File: config.mk
export PLATFORM = sky130hd
export DESIGN_NAME = axis_if_arbiter
export DESIGN_NICKNAME = d
export VERILOG_FILES = /design/src/rtl/axis_arb_pkg.sv /design/src/rtl/rr_select.sv /design/src/rtl/axis_if_arbiter.sv
export SDC_FILE = /design/constraint.sdc
export NUM_CORES = 1
export LEC_CHECK = 0
export BUFFER_PORTS_ARGS = -buffer_cell sky130_fd_sc_hd__clkbuf_2
export CAP_MARGIN = 20
export CORE_UTILIZATION = 25
export CTS_CLUSTER_SIZE = 12
export DETAILED_ROUTE_END_ITERATION = 16
export GPL_ROUTABILITY_DRIVEN = 0
export GPL_TIMING_DRIVEN = 0
export PLACE_DENSITY = 0.4
export SLEW_MARGIN = 25
export SYNTH_ARGS = -nofsm -noshare
export SYNTH_HDL_FRONTEND = slang
export SYNTH_HIERARCHICAL = 1
export SYNTH_SLANG_ARGS = --single-unit
File: constraint.sdc
create_clock -name aclk -period 5 [get_ports aclk]
set_input_delay 0.25 -clock aclk [delete_from_list [all_inputs] [get_ports aclk]]
set_output_delay 0.25 -clock aclk [all_outputs]
set_load 0.02 [all_outputs]
File: src/rtl/axis_arb_pkg.sv
`default_nettype none
// ============================================================================
// Module : axis_arb_pkg
// Purpose: Shared types and default constants for the AXI-Stream
//          round-robin arbiter (FSM state encoding, default sizing).
// Ports  : none (package)
// Rev    : 1.0  initial release
// ============================================================================
package axis_arb_pkg;

  // Two-state grant FSM: IDLE drives en=0, GRANT drives en=1.
  typedef enum logic {
    IDLE  = 1'b0,
    GRANT = 1'b1
  } arb_state_e;

  localparam int DEF_CHANNEL_NUMBER = 5;
  localparam int DEF_MAX_BEATS      = 256;

endpackage : axis_arb_pkg
`default_nettype wire

File: src/rtl/rr_select.sv
`default_nettype none
// ============================================================================
// Module : rr_select
// Purpose: Combinational round-robin picker. Returns the first set bit of
//          req scanning start, start+1, ... with modulo-N wrap.
// Ports  : req   in  N  request vector, bit i = source i
//          start in  W  scan start position (must be < N)
//          idx   out W  index of the selected request (0 when none)
//          any   out 1  at least one request is set
// Rev    : 1.0  initial release
// ============================================================================
module rr_select #(
  parameter int N = 5,
  parameter int W = 3
) (
  input  logic [N-1:0] req,
  input  logic [W-1:0] start,
  output logic [W-1:0] idx,
  output logic         any
);

  logic [W:0]   w_sum;
  logic [W-1:0] w_pos;

  // Scan from the farthest offset back to the nearest so the nearest
  // requesting source (relative to start) is the last one written.
  always_comb begin
    idx   = '0;
    any   = |req;
    w_sum = '0;
    w_pos = '0;
    for (int k = N - 1; k >= 0; k--) begin
      w_sum = {1'b0, start} + (W + 1)'(k);
      if (w_sum >= (W + 1)'(N)) begin
        w_sum = w_sum - (W + 1)'(N);
      end
      w_pos = w_sum[W-1:0];
      if (req[w_pos]) begin
        idx = w_pos;
      end
    end
  end

endmodule : rr_select
`default_nettype wire

File: src/rtl/axis_if_arbiter.sv
`default_nettype none
// ============================================================================
// Module : axis_if_arbiter
// Purpose: Round-robin packet arbiter controlling a downstream AXI-Stream
//          mux. A grant is held for a whole packet (until TLAST beat) or
//          until MAX_BEATS non-last beats have passed (forced release).
// Ports  : aclk       in  1      clock
//          aresetn    in  1      synchronous active-low reset
//          in_tvalid  in  CHN    per-source TVALID
//          out_tvalid in  1      TVALID at mux output
//          out_tready in  1      TREADY at mux output
//          out_tlast  in  1      TLAST at mux output
//          en         out 1      mux enable (grant held)
//          ctrl       out CHN_W  granted source index
//          overrun    out 1      one-cycle pulse on forced release
// Rev    : 1.0  initial release
// ============================================================================
module axis_if_arbiter
  import axis_arb_pkg::*;
#(
  parameter int CHANNEL_NUMBER       = DEF_CHANNEL_NUMBER,
  parameter int CHANNEL_NUMBER_WIDTH = $clog2(CHANNEL_NUMBER),
  parameter int MAX_BEATS            = DEF_MAX_BEATS
) (
  input  logic                            aclk,
  input  logic                            aresetn,
  input  logic [CHANNEL_NUMBER-1:0]       in_tvalid,
  input  logic                            out_tvalid,
  input  logic                            out_tready,
  input  logic                            out_tlast,
  output logic                            en,
  output logic [CHANNEL_NUMBER_WIDTH-1:0] ctrl,
  output logic                            overrun
);

  localparam int CNT_W = (MAX_BEATS > 0) ? $clog2(MAX_BEATS + 1) : 1;
  localparam logic [CNT_W-1:0] CNT_LAST = CNT_W'((MAX_BEATS > 0) ? MAX_BEATS - 1 : 0);
  localparam logic [CHANNEL_NUMBER_WIDTH-1:0] LAST_CH = CHANNEL_NUMBER_WIDTH'(CHANNEL_NUMBER - 1);

  arb_state_e                      state_q;
  logic [CHANNEL_NUMBER_WIDTH-1:0] ctrl_q;
  logic [CHANNEL_NUMBER_WIDTH-1:0] ptr_q;
  logic [CHANNEL_NUMBER_WIDTH-1:0] ptr_d;
  logic [CNT_W-1:0]                cnt_q;
  logic                            overrun_q;

  logic                            w_beat;
  logic                            w_last_beat;
  logic                            w_limit_hit;
  logic                            w_release;
  logic [CHANNEL_NUMBER_WIDTH-1:0] w_start;
  logic [CHANNEL_NUMBER_WIDTH-1:0] w_pick;
  logic                            w_any;

  assign w_beat      = out_tvalid & out_tready;
  assign w_last_beat = w_beat & out_tlast;
  // A non-last beat arriving with MAX_BEATS-1 already counted is the
  // MAX_BEATS-th beat; a TLAST beat at the same point is a normal release.
  assign w_limit_hit = (MAX_BEATS != 0) && w_beat && !out_tlast && (cnt_q == CNT_LAST);
  assign w_release   = (state_q == GRANT) && (w_last_beat || w_limit_hit);

  assign ptr_d = (ctrl_q == LAST_CH) ? '0 : ctrl_q + 1'b1;

  // On release the next pick must already see the advanced pointer so
  // back-to-back grants need no idle cycle.
  assign w_start = w_release ? ptr_d : ptr_q;

  rr_select #(
    .N (CHANNEL_NUMBER),
    .W (CHANNEL_NUMBER_WIDTH)
  ) u_rr_select (
    .req   (in_tvalid),
    .start (w_start),
    .idx   (w_pick),
    .any   (w_any)
  );

  always_ff @(posedge aclk) begin
    if (!aresetn) begin
      state_q   <= IDLE;
      ctrl_q    <= '0;
      ptr_q     <= '0;
      cnt_q     <= '0;
      overrun_q <= 1'b0;
    end else begin
      overrun_q <= 1'b0;
      case (state_q)
        IDLE: begin
          if (w_any) begin
            state_q <= GRANT;
            ctrl_q  <= w_pick;
          end
        end
        GRANT: begin
          if (w_release) begin
            ptr_q     <= ptr_d;
            cnt_q     <= '0;
            overrun_q <= w_limit_hit;
            if (w_any) begin
              ctrl_q <= w_pick;
            end else begin
              state_q <= IDLE;
            end
          end else if (w_beat) begin
            cnt_q <= cnt_q + 1'b1;
          end
        end
        default: state_q <= IDLE;
      endcase
    end
  end

  assign en      = (state_q == GRANT);
  assign ctrl    = ctrl_q;
  assign overrun = overrun_q;

endmodule : axis_if_arbiter
`default_nettype wire

==> impl_summary.txt <==
----------------------------------------------------
[Placement]
  Instance area at placement ... 0.00222 mm²
  Hpwl dp ... 4590 µm
  Post-Place Setup Slack ... 0.124 ns
  Port-buffer cells ... 12

[Setup path]
  Biggest fanout along the worst timing path ... 8
  Kind of critical path ... flip-flop to flip-flop
  CP Capture Type ... flip-flop
  Arrival @ worst endpoint ... 4.71 ns
  Kind of start point of the critical path ... flip-flop
  Required time of the critical path ... 5.18 ns

[Routing]
  Antenna viol nets, final ... 0
  Vias ... 2050
  Mean number of vias per cell ... 5.27
  DRC violation total after the first TritonRoute iteration ... 122
  Drc violations ... 0
  Mean routed wirelength per cell ... 15.4 µm
  DRT Pass-1 Iters ... 5
  WL final ... 5980 µm

[Global routing]
  Initial antenna violation count ... 0
  Number of global-route vias before repair ... 1888
  Global-route wire length before repair ... 9720 µm
  Congestion Overflow GR ... 0
  GRT Overall Usage ... 14.4%
  Largest net degree at the start of global routing ... 11

[Timing]
  Worst slew margin ... 57.9%
  RSZ-0062 raised after global routing ... false
  Largest clock skew in the final design ... 0.00217 ns
  Fin Setup TNS ... 0 ns
  Number of hold-slack violations in the final timing report ... 0
  Final critical delay including setup and external delays ... 4.52 ns
  Highest Clock Rate ... 221 MHz
  Final period utilization ... 90.4%
  Final Max Tran Viols ... 0
  Slew at the pin with the worst max-slew slack ... 0.626 ns
  # setup viols final ... 0
  Setup slack of the critical path after layout ... 0.478 ns

[Clocking]
  Number of clock sinks ... 17
  Source-to-sink clock delay at the later pin of the worst-skew pair ... 0.25 ns
  Clock tree from TritonCTS ... yes
  Number of levels in the clock H-tree ... 1
  Root Buffer Master ... clkbuf_8
  Clock-pin slew of the registers on the worst-case setup and hold paths ... 0.07 ns
  Largest buffer count on any clock path ... 2
  Setup Buffers After CTS ... 0
  Clock buffer count from CTS ... 3

[Run]
  Max-cap violations ... 0

[Final layout]
  Post-route cell area ... 0.00228 mm²
  Area growth syn-to-layout ... 12.1%
  Antenna Diode Count ... 0
  Count of nets after finishing ... 312
  Share of final-layout standard cells stronger than drive strength 1 ... 15.0%

[Synth]
  Post-Synthesis Net Count ... 295
  Synthesized instance count ... 271
  Adder-Cell Fraction of Synth Area ... 9.00%
  Warnings, synthesis ... 6
  Post-synthesis register bit count ... 17
  Compound-cell area share of the yosys netlist ... 29.5%
  Share of the yosys chip area belonging to registers ... 16.8%
  Number of library cell types mapped by synthesis ... 69
  Simple logic cell fraction of the synthesized area ... 27.5%
  Synthesized area divided by synthesized cell count ... 7.49 µm²
  Largest family of logic cells by synthesized area ... compound AO/OA/AOI/OAI gates
  Post-synth EDFFs ... 0
  Cell area after synthesis ... 0.00203 mm²
  Fraction of registers with async set/reset ... 0%
  XOR/XNOR Fraction of Synth Area ... 1.73%
  Mux cell area share after synthesis ... 8.26%
  Dominant synthesized flop cell ... dfxtp_1

[Power]
  Power spent charging and discharging nets ... 177 µW
  Power consumption ... 454 µW
  Clk network pwr share ... 22.8%
  Cell Pwr Density ... 199 mW/mm²
  Pleak ... 0.894 nW
  Power share of the combinational group ... 45.5%
  Internal power consumption ... 277 µW
  Share of total power in sequential cells ... 31.8%
  VDD IR-drop max ... 0.0716 mV
  Sw Ratio ... 39.0%

[Outcome]
  Status ... completed

[Floorplanning]
  Top Ports ... 15
  Horiz. Die Dim ... 92.1 µm
  Number of rows created at floorplan ... 32
  Area enclosed by the die boundary ... 0.00849 mm²
  Starting density of the core ... 26.0%
  Standard cell core area ... 0.00781 mm²
  Die Y-Extent ... 92.1 µm

[Worst hold path]
  Type of the worst min-delay path ... primary input to flip-flop

----------------------------------------------------
==> cell usage after synthesis (2+ instances only) <==
library cell / instances / area [µm²]
a21o_1: 5 / 37.5
xor2_1: 2 / 17.5
nor2b_1: 3 / 18.8
nand2b_1: 7 / 43.8
or3_1: 2 / 12.5
a21oi_1: 21 / 105
o21ai_0: 12 / 60.1
or4_1: 4 / 30.0
inv_1: 15 / 56.3
a31oi_1: 4 / 25.0
o2111ai_1: 3 / 26.3
a311oi_1: 2 / 17.5
a21boi_0: 2 / 15.0
buf_4: 3 / 22.5
xnor2_1: 2 / 17.5
nand2_1: 34 / 128
o31ai_1: 4 / 30.0
o2111a_1: 2 / 22.5
nor3_1: 8 / 40.0
buf_2: 4 / 20.0
and2_1: 3 / 18.8
nor2_2: 2 / 12.5
and3_1: 3 / 18.8
mux2_2: 4 / 45.0
o22ai_1: 2 / 12.5
nor2_1: 20 / 75.1
a211oi_1: 3 / 22.5
o21a_1: 2 / 15.0
a221oi_1: 2 / 17.5
mux4_1: 2 / 52.6
clkbuf_1: 4 / 15.0
ha_1: 13 / 163
nand4_1: 3 / 18.8
dfxtp_1: 17 / 340
mux2i_1: 7 / 70.1
nand3_1: 12 / 60.1
==> timing repair <==
item                       CTS  global route
gates resized for setup      0             7
setup endpoints to repair    0             3
hold buffers                 0             0
==> power by group through the flow <==
stage	Combinational, mW	Clock, mW	Sequential, mW
after floorplan	0.148	0	0.150
after global placement	0.208	0	0.147
after detailed placement	0.203	0	0.148
after CTS	0.204	0.110	0.144
after global routing	0.227	0.118	0.145
final	0.206	0.103	0.144
==> area by class of cell <==
type | instances | area, µm²
clock buffer | 3 | 41.3
buffer | 14 | 90.1
timing repair buffer | 12 | 60.1
inverter | 16 | 63.8
fill | 858 | 5530
sequential | 17 | 340
multi-input combinational | 224 | 1550
clock inverter | 1 | 5.00
tap | 102 | 128
==> critical path, stage by stage (launching register included) <==
cell and delay (ns):
dfxtp_1 0.37, ha_1 0.25, nand3_1 0.09, nor2_1 0.13, ha_2 0.24, o2111a_2 0.28
nand3_1 0.11, nand2_1 0.20, clkbuf_2 0.26, inv_1 0.19, ha_1 0.27, ha_1 0.41
and2_1 0.23, o21ai_0 0.17, o21ai_1 0.17, a221oi_1 0.33, a2bb2oi_1 0.25, nand4bb_1 0.15
o311a_1 0.17, nand2_1 0.05, mux2i_1 0.13
==> cell usage in the layout, fill, tap and decap left out, types with 4 or more instances in the layout <==
cell type and instances:
clkbuf_2 14, mux2_2 4, o31ai_1 4, nor3_1 8
a21oi_1 20, nand2_1 34, mux2i_1 7, a31oi_1 4
nand3_1 12, a21o_1 5, nand2b_1 7, nor2_1 20
buf_2 4, inv_1 15, ha_1 12, or4_1 4
o21ai_0 11, dfxtp_1 17
==> path summary, 6_finish.rpt <==
| path | startpoint | endpoint | slack (ns) | cells past startpoint |
|---|---|---|---|---|
| setup / recovery | cnt_q[0]$_SDFFE_PN0P_ | ctrl[1]$_SDFFE_PN0P_ | 0.48 | 20 |
| hold / removal | out_tlast | overrun$_SDFF_PN0_ | 0.25 | 2 |
| setup reg to reg | cnt_q[0]$_SDFFE_PN0P_ | ctrl[1]$_SDFFE_PN0P_ | 0.48 | 20 |
| hold reg to reg | cnt_q[8]$_SDFFE_PN0P_ | cnt_q[8]$_SDFFE_PN0P_ | 0.45 | 2 |
==> logic make-up after synthesis <==
kind of cell,after synthesis
AOI/OAI and AO/OA,83
xor gates and xnor gates,4
adders and majority gates,14
buffers and inverters,30
DFF,17
muxes,13
and+or+nand+nor,110
==> per-stage QoR <==
stage | util [%] | hold slack [ns] | instances
2_1_floorplan | - | 0.327 | 271
3_3_place_gp | 28.4 | 0.446 | 385
3_5_place_dp | 28.4 | 0.445 | 385
4_1_cts | 29.0 | 0.240 | 389
5_1_grt | 29.2 | 0.245 | 389
6_report | 29.2 | 0.254 | 389
==> registers in the layout (all words and copies together) (netlist names) <==
signal	count
ctrl	3
en	1
overrun	1
cnt_q	9
ptr_q	3
==> routing by layer <==
metal	part of all wire, %	vias up	track usage [%]	routed length [µm]
li1	-	1046	-	-
met4	0.17	0	0.781	10
met1	49	938	20.5	2910
met2	45	64	23.6	2710
met3	5.9	2	2.49	353
met5	0	-	0	0
Power figures use the tool's default switching activity.
